[src/rtl/fetch_unit_pkg.sv]
// ---------------------------------------------------------------------------
// fetch_unit_pkg
//   Shared types and constants for the instruction-fetch stage.
//   - fetch_state_e : 2-bit encodings of the fetch sequencer states
//   - INST_NOP      : canonical RV32I nop (addi x0, x0, 0)
//   - align_word()  : clears bits [1:0] of a redirect target (IALIGN = 32)
// ---------------------------------------------------------------------------
package fetch_unit_pkg;

  typedef enum logic [1:0] {
    FETCH_IDLE    = 2'd0,
    FETCH_FETCH   = 2'd1,
    FETCH_DISCARD = 2'd2
  } fetch_state_e;

  localparam logic [31:0] INST_NOP = 32'h0000_0013;

  function automatic logic [31:0] align_word(input logic [31:0] addr);
    return {addr[31:2], 2'b00};
  endfunction

endpackage

[src/rtl/fetch_unit_if.sv]
// ---------------------------------------------------------------------------
// fetch_unit_if
//   Instruction-memory request/ready bus.
//   imem_req   : fetch request valid (driven by fetch)
//   imem_addr  : word-aligned fetch address (driven by fetch)
//   imem_ready : memory accepts the request; imem_rdata valid same cycle
//   imem_rdata : fetched instruction word
//   master = fetch stage side, slave = instruction memory side.
// ---------------------------------------------------------------------------
interface fetch_unit_if;

  logic        imem_req;
  logic [31:0] imem_addr;
  logic        imem_ready;
  logic [31:0] imem_rdata;

  modport master (
    output imem_req,
    output imem_addr,
    input  imem_ready,
    input  imem_rdata
  );

  modport slave (
    input  imem_req,
    input  imem_addr,
    output imem_ready,
    output imem_rdata
  );

endinterface

[src/rtl/fetch_unit.sv]
// ---------------------------------------------------------------------------
// fetch_unit
//   Instruction-fetch stage of the RV32I/Zicsr 3-stage pipeline. Owns the PC,
//   issues requests on the imem bus and presents fetched words to decode.
//   Branch/jump and trap/mret redirects flush the younger instruction and
//   discard any response belonging to the old path.
//
// Ports
//   clk, rst_n     : clock (rising edge), asynchronous active-low reset
//   stall          : decode cannot accept an instruction this cycle
//   branch_taken   : execute resolved a taken branch/jal/jalr
//   branch_target  : destination for branch_taken
//   trap_redirect  : trap or mret seen by the CSR block this cycle
//   trap_target    : CSR r_data (mtvec or mepc)
//   imem           : instruction-memory bus (master side)
//   if_valid       : if_pc/if_inst hold a valid instruction for decode
//   if_pc, if_inst : PC and word of the presented instruction
//   flush          : combinational kill of decode/execute this cycle
// ---------------------------------------------------------------------------
module fetch_unit
  import fetch_unit_pkg::*;
#(
  parameter logic [31:0] RESET_PC = 32'h0000_0000,
  parameter logic [31:0] NOP_INST = INST_NOP
) (
  input  logic               clk,
  input  logic               rst_n,
  input  logic               stall,
  input  logic               branch_taken,
  input  logic [31:0]        branch_target,
  input  logic               trap_redirect,
  input  logic [31:0]        trap_target,
  fetch_unit_if.master       imem,
  output logic               if_valid,
  output logic [31:0]        if_pc,
  output logic [31:0]        if_inst,
  output logic               flush
);

  fetch_state_e state_q, state_d;
  logic [31:0]  pc_q, pc_d;
  logic [31:0]  pending_pc_q, pending_pc_d;
  logic         req_hold_q, req_hold_d;
  logic         if_valid_d;
  logic [31:0]  if_pc_d, if_inst_d;

  logic         redirect;
  logic [31:0]  redirect_target;
  logic         fire;

  // Trap outranks branch when both arrive together.
  assign redirect        = trap_redirect | branch_taken;
  assign redirect_target = align_word(trap_redirect ? trap_target : branch_target);
  assign flush           = redirect;

  // A held request is never withdrawn, not even by a redirect: the memory
  // has already seen it and must be allowed to finish the transfer. In
  // DISCARD the pc still holds the old request address.
  always_comb begin
    imem.imem_req = 1'b0;
    case (state_q)
      FETCH_FETCH:   imem.imem_req = req_hold_q | (!redirect & (!if_valid | !stall));
      FETCH_DISCARD: imem.imem_req = 1'b1;
      default:       imem.imem_req = 1'b0;
    endcase
  end

  assign imem.imem_addr = pc_q;
  assign fire           = imem.imem_req & imem.imem_ready;

  // NOTE: every next-state variable is defaulted to its current value first,
  // so no path through the case statement can leave one unassigned (latch).
  always_comb begin
    state_d      = state_q;
    pc_d         = pc_q;
    pending_pc_d = pending_pc_q;
    req_hold_d   = req_hold_q;
    if_valid_d   = if_valid;
    if_pc_d      = if_pc;
    if_inst_d    = if_inst;

    // Decode takes the instruction; a completion below may refill the slot.
    if (if_valid && !stall) begin
      if_valid_d = 1'b0;
      if_inst_d  = NOP_INST;
    end

    if (redirect) begin
      if_valid_d = 1'b0;
      if_inst_d  = NOP_INST;
    end

    case (state_q)
      FETCH_IDLE: begin
        state_d = FETCH_FETCH;
        if (redirect) pc_d = redirect_target;
      end

      FETCH_FETCH: begin
        if (redirect) begin
          req_hold_d = 1'b0;
          if (req_hold_q && !imem.imem_ready) begin
            // Old request still outstanding: park the target until it drains.
            state_d      = FETCH_DISCARD;
            pending_pc_d = redirect_target;
          end else begin
            pc_d = redirect_target;
          end
        end else if (fire) begin
          if_valid_d = 1'b1;
          if_inst_d  = imem.imem_rdata;
          if_pc_d    = pc_q;
          pc_d       = pc_q + 32'd4;
          req_hold_d = 1'b0;
        end else if (imem.imem_req) begin
          req_hold_d = 1'b1;
        end
      end

      FETCH_DISCARD: begin
        if (imem.imem_ready) begin
          // Stale response is dropped; resume on the newest target.
          state_d    = FETCH_FETCH;
          req_hold_d = 1'b0;
          pc_d       = redirect ? redirect_target : pending_pc_q;
        end else if (redirect) begin
          pending_pc_d = redirect_target;
        end
      end

      default: state_d = FETCH_IDLE;
    endcase
  end

  // NOTE: state registers use non-blocking assignments so every flop samples
  // the pre-edge values, independent of statement order.
  always_ff @(posedge clk or negedge rst_n) begin
    if (!rst_n) begin
      state_q      <= FETCH_IDLE;
      pc_q         <= RESET_PC;
      pending_pc_q <= RESET_PC;
      req_hold_q   <= 1'b0;
      if_valid     <= 1'b0;
      if_pc        <= RESET_PC;
      if_inst      <= NOP_INST;
    end else begin
      state_q      <= state_d;
      pc_q         <= pc_d;
      pending_pc_q <= pending_pc_d;
      req_hold_q   <= req_hold_d;
      if_valid     <= if_valid_d;
      if_pc        <= if_pc_d;
      if_inst      <= if_inst_d;
    end
  end

endmodule

[src/flat_wrapper.sv]
// flat-port wrapper written by rule: the top's interface ports become plain ports
module fetch_unit_flat import fetch_unit_pkg::*;
#(
  parameter logic [31:0] RESET_PC = 32'h0000_0000,
  parameter logic [31:0] NOP_INST = INST_NOP
)
  (clk, rst_n, stall, branch_taken, branch_target, trap_redirect, trap_target, if_valid, if_pc, if_inst, flush, imem_imem_req, imem_imem_addr, imem_imem_ready, imem_imem_rdata);
  fetch_unit_if imem_i ();
  input  logic clk;
  input  logic rst_n;
  input  logic stall;
  input  logic branch_taken;
  input  logic [31:0] branch_target;
  input  logic trap_redirect;
  input  logic [31:0] trap_target;
  output logic if_valid;
  output logic [31:0] if_pc;
  output logic [31:0] if_inst;
  output logic flush;
  output wire logic [$bits(imem_i.imem_req)-1:0] imem_imem_req;
  output wire logic [$bits(imem_i.imem_addr)-1:0] imem_imem_addr;
  input wire logic [$bits(imem_i.imem_ready)-1:0] imem_imem_ready;
  input wire logic [$bits(imem_i.imem_rdata)-1:0] imem_imem_rdata;
  assign imem_imem_req = imem_i.imem_req;
  assign imem_imem_addr = imem_i.imem_addr;
  assign imem_i.imem_ready = imem_imem_ready;
  assign imem_i.imem_rdata = imem_imem_rdata;
  fetch_unit #(.RESET_PC(RESET_PC), .NOP_INST(NOP_INST)) u_core (.clk(clk), .rst_n(rst_n), .stall(stall), .branch_taken(branch_taken), .branch_target(branch_target), .trap_redirect(trap_redirect), .trap_target(trap_target), .imem(imem_i), .if_valid(if_valid), .if_pc(if_pc), .if_inst(if_inst), .flush(flush));
endmodule
[config.mk]
export PLATFORM = sky130hd
export DESIGN_NAME = fetch_unit_flat
export DESIGN_NICKNAME = d
export VERILOG_FILES = /design/src/rtl/fetch_unit_pkg.sv /design/src/rtl/fetch_unit_if.sv /design/src/rtl/fetch_unit.sv /design/src/flat_wrapper.sv
export SDC_FILE = /design/constraint.sdc
export NUM_CORES = 1
export LEC_CHECK = 0
export ABC_AREA = 1
export CORE_ASPECT_RATIO = 1.25
export CORE_MARGIN = 2
export CORE_UTILIZATION = 45
export DETAILED_ROUTE_END_ITERATION = 7
export PLACE_DENSITY = 0.75
export SLEW_MARGIN = 20
export SYNTH_ARGS = -nofsm -noshare
export SYNTH_HDL_FRONTEND = slang
export SYNTH_SLANG_ARGS = --single-unit
[constraint.sdc]
create_clock -name clk -period 3.3 [get_ports clk]
set_input_delay 0.33 -clock clk [delete_from_list [all_inputs] [get_ports clk]]
set_output_delay 0.33 -clock clk [all_outputs]
set_load 0.03 [all_outputs]
Word-level counts from Yosys, hierarchy flattened
Cells that the tools add are included.

storage, ports and cells
  bits in writable memories = 0
  bits in read-only memories = 0
  register bits = 132
  output and inout bits = 99
  input port bits = 102
  logic and storage cells = 70
  latch bits = 0
  memories = 0

cells by class
  div/mod/pow operators = 0
  reductions and logical operators = 14
  eq/ne operators = 10
  $mul = 0
  mux-type cells = 32
  add/subtract/negate cells = 1
  shifts and indexed selects = 0
  order comparisons = 0
  bitwise logic cells = 6

operators by type and width
  kind                                                                   number
  32-bit two-way mux                                                     15
  32-bit case mux with 3 select lines                                    1
  32-bit case mux with 2 select lines                                    1
  32-bit by 3-bit adder with 32-bit output, second input constant        1
  1-bit two-way mux                                                      9
  3-bit AND reduction                                                    3
  2-bit two-way mux                                                      3
  2-bit by 1-bit != test with 1-bit output, second input constant        3
  2-bit case mux with 3 select lines                                     1
  5-bit AND reduction                                                    1
  1-bit logical NOT                                                      4
  2-bit != test, second input constant                                   2
  4-bit by 1-bit != test with 1-bit output, second input constant        1
  1-bit case mux with 2 select lines                                     2
  4-bit AND reduction                                                    1
  3-bit by 1-bit != test with 1-bit output, second input constant        1
  3-bit != test, second input constant                                   1
  1-bit bitwise OR                                                       3
  3-bit nonzero test                                                     1
  1-bit AND                                                              2
  2-bit by 1-bit equality test with 1-bit output, second input constant  1
  2-bit equality test, second input constant                             1
  1-bit logical AND                                                      2
  2-bit logical NOT                                                      1
  other kinds (2)                                                        2

Longest topological paths before layout
Gate-level depths: netlist (run 1).

  word-level depth = 9
  mapped depth = 14
  mapped depth without buffers = 14

Worst setup path before layout (run 1)
Ideal clock, no wire load.

  kind = register to register
  from = register u_core.pc_q[2], in the netlist u_core.imem.imem_addr[2]
  to = register u_core.pc_q[22], in the netlist u_core.imem.imem_addr[22]
  period minus slack after synthesis = 1.913 ns
  library setup time = 0.117 ns
  cell stages (with the launch flop) = 15
  data required time = 3.183 ns
  path slack = 1.387 ns
  arrival time = 1.796 ns
  buffers on the path = 0
  cell sequence = dfrtp_1 -> ha_1 -> nand2_1 -> nor2_1 -> nand2_1 -> nor2_1 -> nand2_1 -> nand2_1 -> nand2_1 -> nand2_1 -> nand2_1 -> nand2_1 -> nand2_1 -> nand2_1 -> nand2_1

between the ends
  cells in the longest elaborated chain, start to end = 4

RTL lines
  item                                      RTL line           text
  from (decl)                               fetch_unit.sv:41   logic [31:0] pc_q, pc_d;
  from (signal assigned)                    fetch_unit.sv:148  pc_q <= pc_d;
  32-bit by 3-bit adder with 32-bit output  fetch_unit.sv:113  pc_d = pc_q + 32'd4;
  32-bit two-way mux                        fetch_unit.sv:109  end else if (fire) begin
  32-bit two-way mux                        fetch_unit.sv:100  if (redirect) begin
  32-bit case mux with 3 select lines       fetch_unit.sv:93   case (state_q)

No other way between the ends. The select of a mux whose other input is x is not followed.
A chain may end at the register's enable or synchronous reset.

Worst setup path in the final report (run 1)
  from = input trap_redirect
  to = output flush

between the ends
  cells in the longest elaborated chain, start to end = 1

RTL lines
  item              RTL line            text
  from (decl)       flat_wrapper.sv:14  input logic trap_redirect;
  1-bit bitwise OR  fetch_unit.sv:52    assign redirect = trap_redirect | branch_taken;
  to (decl)         flat_wrapper.sv:19  output logic flush;

No other way between the ends.

==> summary.json, run 1 <==
{
  "status": "finished clean",
  "grt_start_max_net_pins": 103,
  "drt_first_pass_iters": 6,
  "antenna_violations_before_repair": 0,
  "critPathMostFrequentCell": "sky130_fd_sc_hd__clkdlybuf4s50_1",
  "power.switching_fraction": 0.444,
  "layout_common_cells": "516 x sky130_fd_sc_hd__nand2_1, 194 x sky130_fd_sc_hd__clkdlybuf4s50_1, 129 x sky130_fd_sc_hd__dfrtp_1, 110 x sky130_fd_sc_hd__nor2_1, 86 x sky130_fd_sc_hd__o21ai_0",
  "vdd_drop_max_v": 0.000479,
  "layout-area-overhead-vs-synth_pct": 35.3,
  "grt_overflow": 0,
  "worstMarginPinSlew_ns": 0.995,
  "fillCellCount": 1523,
  "timing.hold.worst.class": "in -> async",
  "worstSetupEndpointType": "output pin",
  "synth_fa_ha_area_frac": 0.00805,
  "setup-tns-final_ns": 0,
  "cts_made_buffers": 17,
  "synthesis.nets": 1263,
  "synth.cell_area_um2": 7770,
  "crit_arrival_ns": 2.12,
  "synth_top_cell_area_share": 0.415,
  "cap_violations": 0,
  "sequential_share_of_the_synthesized_area": 0.426,
  "avgRoutedWirePerCell_um": 15.3,
  "timing_worst_setup_path_type": "in -> out",
  "worstSetupStartpointType": "input port",
  "critPathBufInv": 3,
  "grt_pass1_wl_um": 38300,
  "yosys.area_share.simple": 0.365,
  "synth_compound_area_frac": 0.133,
  "worst_path_largest_cell_delay_ns": 0.77,
  "io_buffer_count": 196,
  "layout.cell_area.non_filler_um2": 10500,
  "yosysUniqueCellTypes": 36,
  "clock_net_sink_count": 132,
  "cts_hold_buf": 0,
  "worst_case_reg_to_reg_path_depth": 10,
  "finish.net_count": 1434,
  "place_congestion": 0.960,
  "num_vias": 8197,
  "critical_path_origin": "trap_redirect",
  "postSynthAreaPerCell_um2": 6.72,
  "std_cell_rows": 53,
  "residual_drc": 0,
  "yosys_register_bits": 132,
  "share_clk_of_total_power": 0.224,
  "timing.final.crit_share": 0.742,
  "diodes": 0,
  "number_of_warnings_reported_in_the_yosys_synthesis_log": 0,
  "slew_viol_final": 0,
  "fin_skew_ns": 0.0141,
  "synth_area_leader_cell": "sky130_fd_sc_hd__dfrtp_1",
  "initial_utilization": 0.461,
  "design.portCount": 201,
  "path_delay_family": "buffers and inverters",
  "core-area_um2": 16800,
  "cpMaxStageDelayCell": "sky130_fd_sc_hd__clkdlybuf4s50_1",
  "p_sw_mw": 3.86,
  "grt_pass1_vias": 7436,
  "dieHeight_um": 151,
  "drt_iter0_markers": 593,
  "die_width_um": 122,
  "crit_chain": "clkdlybuf4s50_1, nor2_8, inv_2, clkdlybuf4s50_1",
  "clock_tree.buffer_depth": 2,
  "fmaxAchievable_ghz": 0.408,
  "post_route_cells_drive_above_1_share": 0.0545,
  "ys_top_cells_by_area": "sky130_fd_sc_hd__dfrtp_1 42%, sky130_fd_sc_hd__nand2_1 25%, sky130_fd_sc_hd__o21ai_0 5.5%",
  "power_report.internal_total_mw": 4.85,
  "worst_skew_pair.late_latency_ns": 0.43,
  "p_leak_nw": 4.89,
  "post_synth_xor_area_fraction": 0.0101,
  "cts_tree": "done",
  "grt_setup_unrepaired": "false",
  "timing.slew.headroom": 0.337,
  "mostFrequentLayoutCell": "sky130_fd_sc_hd__nand2_1",
  "power.density_cell_area_nw_per_um2": 828,
  "path_clk_slew_ns": 0.06,
  "seq_power_share": 0.305,
  "cts-resized-gates": 0,
  "synth.area.mux_share": 0,
  "setup_viol": 0,
  "crit_fanout": 23,
  "detail-route-antenna-nets": 0,
  "crit-reg2reg-launch": "u_core.state_q[1]",
  "number_of_cells_on_the_critical_path": 4,
  "worst_r2r_endpoint": "u_core.pending_pc_q[7]",
  "die_area_um2": 18300,
  "place.detailed.hpwl_um": 16700,
  "combPwrFrac": 0.471,
  "period_minus_slack_ns": 2.45,
  "grt_usage": 0.265,
  "hold_viol_final": 0,
  "post_placement_cell_area_um2": 9900,
  "routed_via_density": 5.25,
  "post_synth_inst_count": 1156,
  "worst_ep_required_ns": 2.97,
  "synth_top_family_by_area": "simple AND/OR/NAND/NOR gates",
  "cts_max_level": 4,
  "post_cts_buffers": 0,
  "report.power.total_mw": 8.71,
  "route.final.wire_length_um": 23900,
  "r2r_setup_slack_ns": 0.93,
  "clock-root-buffer": "sky130_fd_sc_hd__clkbuf_16"
}
==> worst reg2reg max path, cell delays in order (launching register included) <==
cell	delay [ns]
sky130_fd_sc_hd__dfrtp_1	0.40
sky130_fd_sc_hd__inv_1	0.11
sky130_fd_sc_hd__ha_1	0.19
sky130_fd_sc_hd__buf_4	0.37
sky130_fd_sc_hd__nand2_2	0.10
sky130_fd_sc_hd__o21ai_1	0.15
sky130_fd_sc_hd__a21oi_1	0.09
sky130_fd_sc_hd__inv_2	0.38
sky130_fd_sc_hd__buf_12	0.26
sky130_fd_sc_hd__a21oi_1	0.06
sky130_fd_sc_hd__a22oi_1	0.17
==> worst max-delay path by stage <==
stage | to | slack (ns)
6_report | flush | 0.85
5_1_grt | u_core.pending_pc_q[20] | 0.78
4_1_cts | flush | 0.86
3_5_place_dp | u_core.pending_pc_q[5] | 0.62
3_3_place_gp | u_core.if_inst[10] | 0.51
2_1_floorplan | u_core.imem.imem_addr[22] | 1.39
==> state kept, by name (all words and copies together), names as in the netlist <==
name and flops:
u_core.if_valid 1, u_core.if_pc 32, u_core.req_hold_q 1, u_core.if_inst 32, u_core.imem.imem_addr 32, u_core.state_q 2
u_core.pending_pc_q 32
==> power groups by stage <==
stage          clock network (mW)  logic, mW  registers [mW]
6_report                     1.95       4.10            2.66
3_5_place_dp                    0       4.06            2.67
4_1_cts                      1.98       4.09            2.65
3_3_place_gp                    0       3.98            2.66
2_1_floorplan                   0       2.13            3.07
5_1_grt                      2.05       4.50            2.72
==> layout make-up <==
cell class	count	area, um^2	area share
flip-flops and latches	132	3310	0.315
repair buffers	216	2140	0.203
multi-input cells	916	4020	0.382
inverters	44	165	0.0157
well taps	220	275	0.0262
clock buffers	20	457	0.0434
clock inverters	12	154	0.0146
==> synthesized netlist by cell type, drive strengths merged <==
library cell  count
ha                5
clkinv            1
inv              43
o21a             11
xor2              8
o21ai           101
or2               4
nor3b             1
clkbuf           35
nor2            112
o32ai             1
and2              2
o22ai             4
dfrtp           129
a22oi             7
nand4             4
o211ai            2
dfstp             3
xnor2             1
buf              29
nand3            64
nand3b            5
a21oi            66
nand2           518
==> metal layers <==
layer	GRT usage	vias to the layer above	part of all wire
met1	0.341	3718	0.41
met4	0.0833	0	0.023
met2	0.448	392	0.48
li1	-	4043	-
met5	0	-	0
met3	0.0546	44	0.083
==> through the flow <==
stage | hold slack [ns] | std cells | worst slack, ns | util
after floorplan | 0.0344 | 1156 | 1.39 | -
after global placement | 0.468 | 1528 | 0.505 | 0.587
after detailed placement | 0.475 | 1528 | 0.621 | 0.588
after CTS | 0.0683 | 1560 | 0.862 | 0.624
after global routing | 0.0940 | 1560 | 0.779 | 0.624
final | 0.00481 | 1560 | 0.851 | 0.624
==> cells by family after synthesis <==
kind of cell,after synthesis
buffers and inverters,108
and+or+nand+nor,710
adders and majority gates,5
DFF,132
xor gates and xnor gates,9
AOI/OAI and AO/OA,192
Power figures use the tool's default switching activity.
==> inputs of run 2 (changes only) <==
Clock period 3.3 ns to 2.32 ns, I/O delays scaled along.
==> run 2 against run 1 <==
Net effect: routed wire length shrank 0.43%; clock-buffer cell count grew 3; flip-flop and latch count is the same; combinational power grew 47%; total power grew 41%; final area grew 1.6%; worst setup slack lost 0.67 ns.
==> summary.json, run 2 (same netlist as run 1, synthesis figures left out) <==
{
  "clock-root-buffer": "sky130_fd_sc_hd__clkbuf_16",
  "hold_slack_ns": 0.362,
  "finish.net_count": 1459,
  "place_congestion": 0.929,
  "place.detailed.hpwl_um": 17300,
  "met1_length_um": 9930,
  "hold_viol_final": 0,
  "post_placement_cell_area_um2": 10100,
  "setup_viol": 0,
  "clock_tree.buffer_depth": 2,
  "route.final.wire_length_um": 23800,
  "cts_made_buffers": 17,
  "die_width_um": 122,
  "maxUsedRoutingLayer": "met4",
  "worstSetupEndpointType": "output pin",
  "drt_first_pass_iters": 5,
  "dieHeight_um": 151,
  "residual_drc": 0,
  "design.portCount": 201,
  "detail-route-antenna-nets": 0,
  "post_route_cells_drive_above_1_share": 0.0703,
  "period_minus_slack_ns": 2.14,
  "post_cts_buffers": 0,
  "worst_skew_pair.late_latency_ns": 0.43,
  "worst_r2r_endpoint": "u_core.imem.imem_addr[15]",
  "cts_max_level": 4,
  "antenna_violations_before_repair": 0,
  "cts_hold_buf": 1,
  "status": "finished clean",
  "worst_case_reg_to_reg_path_depth": 12,
  "grt_pass1_vias": 7564,
  "worstMarginPinSlew_ns": 0.546,
  "timing_worst_setup_path_type": "reg -> out",
  "path_clk_slew_ns": 0.06,
  "p_leak_nw": 5.00,
  "core-area_um2": 16800,
  "place_inst": 1552,
  "cts-resized-gates": 0,
  "clock_net_sink_count": 132,
  "drt_iter0_markers": 665,
  "initial_utilization": 0.461,
  "grt_usage": 0.265,
  "vdd_drop_max_v": 0.000614,
  "grt_pass1_wl_um": 38200,
  "r2r_setup_slack_ns": 0.22,
  "die_area_um2": 18300,
  "grt_overflow": 0,
  "crit_fanout": 9,
  "critical_path_origin": "u_core.state_q[1]",
  "report.power.total_mw": 12.3,
  "timing.hold.worst.class": "in -> async",
  "crit-reg2reg-launch": "u_core.imem.imem_addr[2]",
  "power.density_cell_area_nw_per_um2": 1150,
  "mostFrequentLayoutCell": "sky130_fd_sc_hd__nand2_1",
  "std_cell_rows": 53,
  "fmaxAchievable_ghz": 0.467,
  "setup-tns-final_ns": 0,
  "timing.slew.headroom": 0.636,
  "dr_wl_met3_um": 1810,
  "routed_via_density": 5.24,
  "num_vias": 8304,
  "cap_violations": 0,
  "grt_setup_unrepaired": "false",
  "grt_start_max_net_pins": 59,
  "layout.cell_area.non_filler_um2": 10700,
  "avgRoutedWirePerCell_um": 15.0,
  "fin_skew_ns": 0.0157,
  "worst_ep_required_ns": 2.09,
  "cts_tree": "done",
  "io_buffer_count": 196,
  "slew_viol_final": 0,
  "worstSetupStartpointType": "flip-flop",
  "timing.final.crit_share": 0.922,
  "finalNonFillerCells": 1585,
  "diodes": 0,
  "crit_arrival_ns": 1.91,
  "layout_common_cells": "516 x sky130_fd_sc_hd__nand2_1, 194 x sky130_fd_sc_hd__clkdlybuf4s50_1, 129 x sky130_fd_sc_hd__dfrtp_1, 110 x sky130_fd_sc_hd__nor2_1, 86 x sky130_fd_sc_hd__o21ai_0",
  "met2_wirelength_um": 11600,
  "layout-area-overhead-vs-synth_pct": 37.4
}
-- run 2: changes by cell type in the layout (fill, tap and decap cells not counted), moves of 2 or more --
cell,previous run,this run
sky130_fd_sc_hd__buf_4,19,39
sky130_fd_sc_hd__buf_12,2,6
sky130_fd_sc_hd__bufinv_16,3,0
sky130_fd_sc_hd__clkinv_2,3,6
sky130_fd_sc_hd__clkbuf_8,2,4
sky130_fd_sc_hd__clkinvlp_4,3,1
-- run 2: area by class of cell --
cell class | instances | area, um^2
Timing Repair Buffer | 241 | 2380
Fill cell | 1547 | 6170
Inverter | 44 | 165
Sequential cell | 132 | 3310
Multi-Input combinational cell | 916 | 4010
Tap cell | 220 | 275
Clock inverter | 9 | 55.1
Clock buffer | 23 | 488
-- run 2: layer usage --
metal | up-vias | track usage
li1 | 4089 | -
met1 | 3813 | 0.335
met2 | 351 | 0.451
met3 | 51 | 0.0523
met4 | 0 | 0.0943
met5 | - | 0
-- run 2: critical path, stage by stage (launching register included) --
cell	delay, ns
sky130_fd_sc_hd__dfrtp_1	0.41
sky130_fd_sc_hd__inv_1	0.11
sky130_fd_sc_hd__ha_1	0.19
sky130_fd_sc_hd__inv_2	0.12
sky130_fd_sc_hd__o21ai_2	0.25
sky130_fd_sc_hd__nand2_1	0.10
sky130_fd_sc_hd__inv_1	0.13
sky130_fd_sc_hd__buf_4	0.17
-- run 2: worst max path at each step --
stage,to,slack [ns],cells after the start
finish,imem_imem_req,0.18,7
global placement,u_core.if_pc[20],0.12,9
global route,u_core.imem.imem_addr[21],0.06,14
CTS,imem_imem_req,0.19,7
detailed placement,u_core.if_pc[27],0.07,9
floorplan,u_core.imem.imem_addr[22],0.41,14
-- run 2: stage by stage --
stage	util	setup slack, ns
6_report	0.634	0.180
3_3_place_gp	0.601	0.122
2_1_floorplan	-	0.407
5_1_grt	0.634	0.0615
3_5_place_dp	0.601	0.0692
4_1_cts	0.634	0.189
-- run 2: power by group --
part / internal, mW / total, mW / switching, mW
sequential: 3.01 / 3.75 / 0.738
combinational: 2.30 / 6.02 / 3.72
clock: 1.47 / 2.49 / 1.02
==> inputs of run 3 (changes only) <==
Settings changed: GPL_ROUTABILITY_DRIVEN set to 0, SLEW_MARGIN 20 to 25.
==> results of run 3 <==
The final DEF is identical to that of run 2; final timing and power are the same.
